<file path="config.mk">
export PLATFORM = sky130hd
export DESIGN_NAME = intpol2_sched
export DESIGN_NICKNAME = d
export VERILOG_FILES = /design/src/rtl/intpol2_sched.sv
export SDC_FILE = /design/constraint.sdc
export NUM_CORES = 1
export LEC_CHECK = 0
export BUFFER_PORTS_ARGS = -buffer_cell sky130_fd_sc_hd__buf_4
export CAP_MARGIN = 15
export CORE_AREA = 2 2 260 262
export CTS_CLUSTER_DIAMETER = 150
export DETAILED_ROUTE_END_ITERATION = 8
export DIE_AREA = 0 0 262 264
export PLACE_DENSITY = 0.48
export SLEW_MARGIN = 10
export SYNTH_ARGS = -nofsm -noshare
export SYNTH_HDL_FRONTEND = slang
export SYNTH_SLANG_ARGS = --single-unit
</file>
<file path="constraint.sdc">
create_clock -name clk -period 13.5 [get_ports clk]
set_clock_uncertainty 0.1 [all_clocks]
set_input_delay 1.35 -clock clk [delete_from_list [all_inputs] [get_ports clk]]
set_output_delay 1.35 -clock clk [all_outputs]
set_load 0.005 [all_outputs]
</file>
<file path="src/rtl/intpol2_sched.sv">
// Round-robin arbiter that time-shares one intpol2 core between NUM_CH channels:
// it latches the winner's config, pulses start, then waits for done or a timeout.
module intpol2_sched #(
    parameter int NUM_CH    = 4,
    parameter int CFG_WIDTH = 128,
    parameter int TIMEOUT   = 1024,
    parameter int CH_W      = $clog2(NUM_CH)
) (
    input  logic                        clk,
    input  logic                        rst,
    input  logic [NUM_CH-1:0]           req_i,
    input  logic [NUM_CH*CFG_WIDTH-1:0] ch_cfg_i,
    output logic [CFG_WIDTH-1:0]        core_config_o,
    output logic                        core_start_o,
    input  logic [7:0]                  core_status_i,
    output logic [NUM_CH-1:0]           ack_o,
    output logic                        err_o,
    output logic [CH_W-1:0]             grant_o,
    output logic                        active_o
);
    localparam int TW = $clog2(TIMEOUT);

    typedef enum logic [2:0] {
        IDLE,
        LOAD,
        START,
        RUN,
        DONE,
        ABORT
    } state_t;

    state_t               state_reg, state_next;
    logic [TW-1:0]        timer_reg;
    logic [CH_W-1:0]      grant_reg;
    logic [CH_W-1:0]      last_reg;
    logic [CH_W-1:0]      pick;
    logic [CH_W-1:0]      idx;
    logic                 found;
    logic [CFG_WIDTH-1:0] config_reg;
    logic [CFG_WIDTH-1:0] cfg_slice [NUM_CH];
    logic                 unused_status;

    genvar gi;
    generate
        for (gi = 0; gi < NUM_CH; gi++) begin : g_slice
            assign cfg_slice[gi] = ch_cfg_i[gi*CFG_WIDTH +: CFG_WIDTH];
        end
    endgenerate

    // Walk from farthest to nearest so the channel right after last_reg wins.
    always_comb begin
        pick  = last_reg;
        found = 1'b0;
        idx   = '0;
        for (int k = NUM_CH; k >= 1; k--) begin
            idx = CH_W'((int'(last_reg) + k) % NUM_CH);
            if (req_i[idx]) begin
                pick  = idx;
                found = 1'b1;
            end
        end
    end

    always_comb begin
        state_next = state_reg;
        case (state_reg)
            IDLE:  if (found) state_next = LOAD;
            LOAD:  state_next = START;
            START: state_next = RUN;
            RUN: begin
                // timer==0 masks a done left over from the previous job
                if (core_status_i[0] && timer_reg != '0)
                    state_next = DONE;
                else if (timer_reg == TW'(TIMEOUT - 1))
                    state_next = ABORT;
            end
            DONE:    state_next = IDLE;
            ABORT:   state_next = IDLE;
            default: state_next = IDLE;
        endcase
    end

    always_ff @(posedge clk or posedge rst) begin
        if (rst) begin
            state_reg  <= IDLE;
            timer_reg  <= '0;
            grant_reg  <= '0;
            last_reg   <= CH_W'(NUM_CH - 1);
            config_reg <= '0;
        end else begin
            state_reg <= state_next;
            case (state_reg)
                IDLE: begin
                    if (found) begin
                        grant_reg  <= pick;
                        config_reg <= cfg_slice[pick];
                    end
                end
                START:       timer_reg <= '0;
                RUN:         timer_reg <= timer_reg + TW'(1);
                DONE, ABORT: last_reg  <= grant_reg;
                default:     ;
            endcase
        end
    end

    always_comb begin
        ack_o = '0;
        if (state_reg == DONE || state_reg == ABORT)
            ack_o[grant_reg] = 1'b1;
    end

    assign err_o         = (state_reg == ABORT);
    assign core_start_o  = (state_reg == START);
    assign active_o      = (state_reg != IDLE);
    assign grant_o       = grant_reg;
    assign core_config_o = config_reg;
    // Busy is informational only; sequencing relies on done and the timer.
    assign unused_status = ^core_status_i[7:1];
endmodule

</file>
==> results of run 1 <==
critical path: stages:
cell	delay, ns
buf_4	0.13
mux2i_1	0.12
nor2_1	0.08
nor3_4	0.39
buf_4	0.76
buf_4	0.88
mux2_2	0.45
a221o_1	0.33
routing by layer:
metal  track usage  vias to the layer above  wire [um]
li1              -                     5023          -
met1         0.148                     5129      18400
met2         0.221                      485      22900
met3        0.0297                       78       3320
met4        0.0710                        0       2090
met5             0                        -          0
how the worst max path moves through the flow:
stage / endpoint / slack, ns / depth (start not counted)
floorplan: core_config_o[0] / 8.16 / 1
global placement: core_config_o[84] / 8.65 / 8
detailed placement: core_config_o[84] / 8.59 / 8
CTS: core_config_o[84] / 9.13 / 8
global route: core_config_o[84] / 8.92 / 8
finish: core_config_o[84] / 9.09 / 8
layout make-up:
cell class	count	share of cell area
Inverter	5	0.00146
Sequential cell	145	0.223
Timing Repair Buffer	670	0.309
Tap cell	873	0.0670
Multi-Input combinational cell	734	0.360
Clock buffer	19	0.0272
Clock inverter	13	0.0127
cells in the mapped netlist, types with 2 or more instances:
library cell / n / area [sq um]
or3_1: 2 / 12.5
clkbuf_1: 32 / 120
a21oi_1: 4 / 20.0
o31ai_1: 3 / 22.5
nor3b_1: 2 / 15.0
ha_1: 2 / 25.0
and3_1: 3 / 18.8
o21ai_0: 9 / 45.0
a21o_1: 3 / 22.5
buf_4: 16 / 120
nor2b_1: 3 / 18.8
nor2_1: 9 / 33.8
a221o_1: 128 / 1280
nand2b_1: 3 / 18.8
mux2i_1: 132 / 1320
mux2_2: 128 / 1440
inv_1: 5 / 18.8
and2_1: 3 / 18.8
dfrtp_1: 143 / 3580
buf_2: 53 / 265
nor3_1: 7 / 35.0
nand3_1: 259 / 1300
dfstp_2: 2 / 52.6
buf_1: 12 / 45.0
nand2_1: 22 / 82.6
logic make-up after synthesis:
logic type / after synthesis
xor gates and xnor gates: 1
buffers and inverters: 119
muxes: 260
and+or+nand+nor: 320
AOI/OAI and AO/OA: 151
adders and majority gates: 2
DFF: 145
through the flow:
stage	cells	setup WS, ns	hold slack [ns]	instance area, sq um
finish	2459	9.09	0.396	16300
detailed placement	2427	8.59	0.391	15700
CTS	2459	9.13	0.403	16300
floorplan	998	8.16	0.356	10000
global placement	2427	8.65	0.385	15700
global route	2459	8.92	0.416	16300
power breakdown:
| group | switching (mW) | internal, mW |
|---|---|---|
| sequential | 0.141 | 0.650 |
| clock | 0.215 | 0.333 |
| combinational | 0.989 | 0.937 |
| total | 1.34 | 1.92 |
==> metrics.yaml, run 1 <==
sta:
  drv_slew: 0
  slew_headroom: 0.187
  setup_viol: 0
  period_share: 0.327
  timing.final.crit_period_ns: 4.41
  tns_ns: 0
  clock.fmax_mhz: 227
  finalHoldViolCount: 0
  rsz0062_at_grt: "false"
  tightest_slew_ns: 1.22
synth:
  synth-xor-area-share: 0.000872
  yosysWarnings: 0
  synth-adder-area-share: 0.00249
  synth.distinct_cells: 38
  syn-num-nets: 1526
  syn_area_sq_um: 10000
  synth_seq_cells: 145
  synth_top_family_by_area: "multiplexers"
  yosys.area_share.simple: 0.160
  synthArstFlopShare: 1.00
  syn-instance-count: 998
  synth_compound_area_frac: 0.142
  synth-main-ff-cell: "dfrtp_1"
  synth_area_per_cell_sq_um: 10.1
  synth_edf_count: 0
  yosysSeqAreaShare: 0.362
  synth.area.mux_share: 0.275
critical_path:
  crit_path_start: "req_i[3]"
  rr_startpoint: "last_reg[1]"
  path_class: "in2reg"
  end_kind: "register"
  required_ns: 13.75
  startpoint_type: "input pin"
  crit_path_max_fanout: 65
  r2r_slack_ns: 9.42
  reg2reg_depth: 7
  arrival_ns: 4.66
  r2r-end: "core_config_o[84]"
place:
  portBuffers: 655
  hpwl_um: 34900
  gp_congestion: 0.854
cells_and_area:
  most-common-layout-cells: "buf_4, nand3_1, dfrtp_1, mux2i_1"
  fin_util: 0.245
  antenna_cells: 0
  multi_input_area_sq_um: 5870
  drive_gt1_frac: 0.530
  ff_latch_area_sq_um: 3630
  largest_reg_flops: 128
  fill_cells: 7211
  fin_nets: 2101
  mostFrequentLayoutCell: "buf_4"
  area_growth_pct: 62.4
min_path:
  hp-class: "reg2reg"
  hold_start: "last_reg[0]"
  hold_end: "last_reg[0]"
  hold_depth: 2
drt:
  viasPerCell: 4.36
  firstDrtPassIters: 5
  drc: 0
  wl_per_cell_um: 19.0
  drtIter0Drc: 567
  totalWireLength_um: 46700
  postRouteAntennaNets: 0
  route.vias.total: 10700
status:
  run_status: "complete, no violations"
clocking:
  cts-htree-levels: 4
  cts_sinks: 145
  clock_path_buffers: 2
  insertion_delay_ns: 0.47
  tritoncts: "built"
  cts-root-buf: "clkbuf_16"
  hold_buffers: 0
  postCtsSetupBuffers: 0
  cts_resized: 0
  cts_buffers: 17
  cts.clk_slew.worst_paths_ns: 0.06
power:
  p_total_mw: 3.26
  powerDensity_nw_per_um2: 200
  power_leakage_nw: 7.41
  ir_drop_uv: 130
job:
  maxCapViolCount: 0
global_route:
  grt_use_total: 0.129
  gr-total-overflow: 0
  grt_pass1_vias: 11100
  antenna_found_initial: 1
  grt_pass1_wl_um: 67300
  grt_max_degree: 131
floorplanning:
  die_h_um: 264
  ioPinCount: 663
  die-area_sq_um: 69200
  dieWidth_um: 262
  row_count: 95
  initial_core_util: 0.151
  core_sq_um: 66600
No activity file was read; power rests on OpenSTA's default activity.
==> run 2: changes to the inputs <==
CORE_AREA = 2 2 261 263   (was 2 2 260 262)
DIE_AREA = 0 0 263 265   (was 0 0 262 264)
PLACE_DENSITY = 0.49   (was 0.48)
clock period = 3.9 ns   (was 13.5 ns; I/O delays follow)
==> run 2 against run 1 <==
Power grew to 3.5 times the previous value; via count increased by 0.68%; clock power grew to 3.3 times the previous value; critical endpoint is now core_config_o[118]; largest cell class unchanged; highest routed layer unchanged.
==> metrics.yaml, run 2 (synthesized netlist as in run 1, its figures left out) <==
drt:
  wl_per_cell_um: 18.6  # was 19.0 um
  totalWireLength_um: 45900  # was 46700 um
  route.vias.total: 10800  # was 10.7k
  drtIter0Drc: 624  # was 567
  drc: 0  # unchanged
  firstDrtPassIters: 5  # unchanged
  postRouteAntennaNets: 0  # unchanged
  viasPerCell: 4.37  # was 4.36
floorplanning:
  row_count: 95  # unchanged
  initial_core_util: 0.150  # was 0.151
  ioPinCount: 663  # unchanged
  die-area_sq_um: 69700  # was 69200 sq um
  dieWidth_um: 263  # was 262 um
  die_h_um: 265  # was 264 um
  core_sq_um: 66800  # was 66600 sq um
place:
  gp_congestion: 0.890  # was 0.854
  dpl-instance-area_sq_um: 15900  # was 15700 sq um
  hpwl_um: 34300  # was 34900 um
  portBuffers: 655  # unchanged
clocking:
  hold_buffers: 1  # was 0
  cts.clk_slew.worst_paths_ns: 0.06  # about the same
  postCtsSetupBuffers: 0  # unchanged
  cts-htree-levels: 4  # unchanged
  insertion_delay_ns: 0.47  # about the same
  cts_sinks: 145  # unchanged
  cts-root-buf: "clkbuf_16"  # unchanged
  tritoncts: "built"  # unchanged
  cts_buffers: 17  # unchanged
  cts_resized: 0  # unchanged
  clock_path_buffers: 2  # unchanged
sta:
  slew_headroom: 0.495  # was 0.187
  period_share: 0.736
  tns_ns: 0  # unchanged
  clock.fmax_mhz: 348
  finalHoldViolCount: 0  # unchanged
  setup_viol: 0  # unchanged
  timing.final.crit_period_ns: 2.87
  drv_slew: 0  # unchanged
  rsz0062_at_grt: "false"  # unchanged
  tightest_slew_ns: 0.736  # was 1.22 ns
power:
  swShare: 0.410  # was 0.412
  p_int_mw: 6.72  # was 1.92 mW
  power_frac_clock: 0.158  # was 0.168
  power_leakage_nw: 7.49  # was 7.41 nW
  p_switching_mw: 4.68  # was 1.34 mW
  powerDensity_nw_per_um2: 691  # was 200 nW/um^2
  ir_drop_uv: 346  # was 130 uV
  comb_power_share: 0.602  # was 0.590
  power_frac_seq: 0.239  # was 0.243
cells_and_area:
  ff_latch_area_sq_um: 3630  # unchanged
  largest_reg_flops: 128  # unchanged
  antenna_cells: 0  # unchanged
  most-common-layout-cells: "buf_4, nand3_1, dfrtp_1, mux2i_1"  # unchanged
  drive_gt1_frac: 0.530  # about the same
  fill_cells: 7227  # was 7211
  fin_util: 0.247  # was 0.245
  multi_input_area_sq_um: 5870  # unchanged
  area_growth_pct: 64.3  # was 62.4%
  fin_nets: 2109  # was 2101
  mostFrequentLayoutCell: "buf_4"  # unchanged
  stdcell_area_sq_um: 16500  # was 16300 sq um
critical_path:
  crit_path_max_fanout: 74  # was 65
  path_class: "reg2reg"  # was in2reg
  reg2reg_depth: 6  # was 7
  required_ns: 4.20  # was 13.75 ns
  end_kind: "register"  # unchanged
  arrival_ns: 3.17  # was 4.66 ns
  startpoint_type: "register"  # was input pin
global_route:
  grt_pass1_vias: 11100  # about the same
  gr-total-overflow: 0  # unchanged
  grt_use_total: 0.126  # was 0.129
  antenna_found_initial: 1  # unchanged
  grt_pass1_wl_um: 66900  # was 67300 um
  grt_max_degree: 108  # was 131
min_path:
  hold_depth: 3  # was 2
  hp-class: "in2reg"  # was reg2reg
job:
  maxCapViolCount: 0  # unchanged
status:
  run_status: "complete, no violations"  # unchanged
[run 2: cell types whose count changed in the layout (fill, tap and decap cells not counted)]
cell	previous run	this run
clkbuf_8	1	4
dlygate4sd3_1	0	1
clkinv_4	1	2
buf_4	669	663
inv_6	3	1
clkbuf_1	1	3
bufinv_16	5	3
buf_12	1	14
clkinv_2	3	1
[run 2: layout make-up]
class	instances	area share
clock buffers	24	0.0298
repair buffers	678	0.319
well taps	873	0.0662
multi-input cells	734	0.356
clock inverters	8	0.00781
inverters	5	0.00136
flip-flops and latches	145	0.220
[run 2: through the flow]
step	setup slack (ns)	total power [mW]	hold WS, ns	cells
6_report	1.03	11.4	0.118	2467
5_1_grt	0.833	12.1	0.0934	2467
4_1_cts	0.971	11.6	0.0589	2467
3_5_place_dp	0.989	9.67	0.382	2434
3_3_place_gp	1.01	9.62	0.391	2434
2_1_floorplan	1.54	6.87	0.356	998
[run 2: final timing paths]
path	startpoint	to	slack [ns]
worst max-delay path	state_reg[0]	core_config_o[118]	1.03
worst min-delay path	core_status_i[0]	state_reg[0]	0.12
worst max register to register	state_reg[0]	core_config_o[118]	1.03
worst min register to register	last_reg[0]	last_reg[0]	0.39
max in group asynchronous	rst	last_reg[0]	2.72
min in group asynchronous	rst	core_config_o[77]	0.50
[run 2: power by group through the flow]
| stage | Clock [mW] | Combinational [mW] | Sequential [mW] |
|---|---|---|---|
| 6_report | 1.81 | 6.87 | 2.73 |
| 5_1_grt | 1.96 | 7.36 | 2.81 |
| 4_1_cts | 1.91 | 6.94 | 2.72 |
| 3_5_place_dp | 0 | 6.95 | 2.72 |
| 3_3_place_gp | 0 | 6.90 | 2.72 |
| 2_1_floorplan | 0 | 4.16 | 2.71 |
[run 2: worst max-delay path: stages, from the launching register on]
cell,delay [ns]
dfrtp_1,0.46
nor3_1,0.48
and2_4,0.44
buf_12,0.33
nand3_1,0.12
mux2i_1,0.61
a221o_1,0.20
[run 2: routing by layer]
layer	wire, um	global-route usage	vias to the layer above
met5	0	0	-
met4	1920	0.0667	0
met3	3270	0.0361	66
met2	23000	0.220	507
met1	17700	0.138	5171
li1	-	-	5044
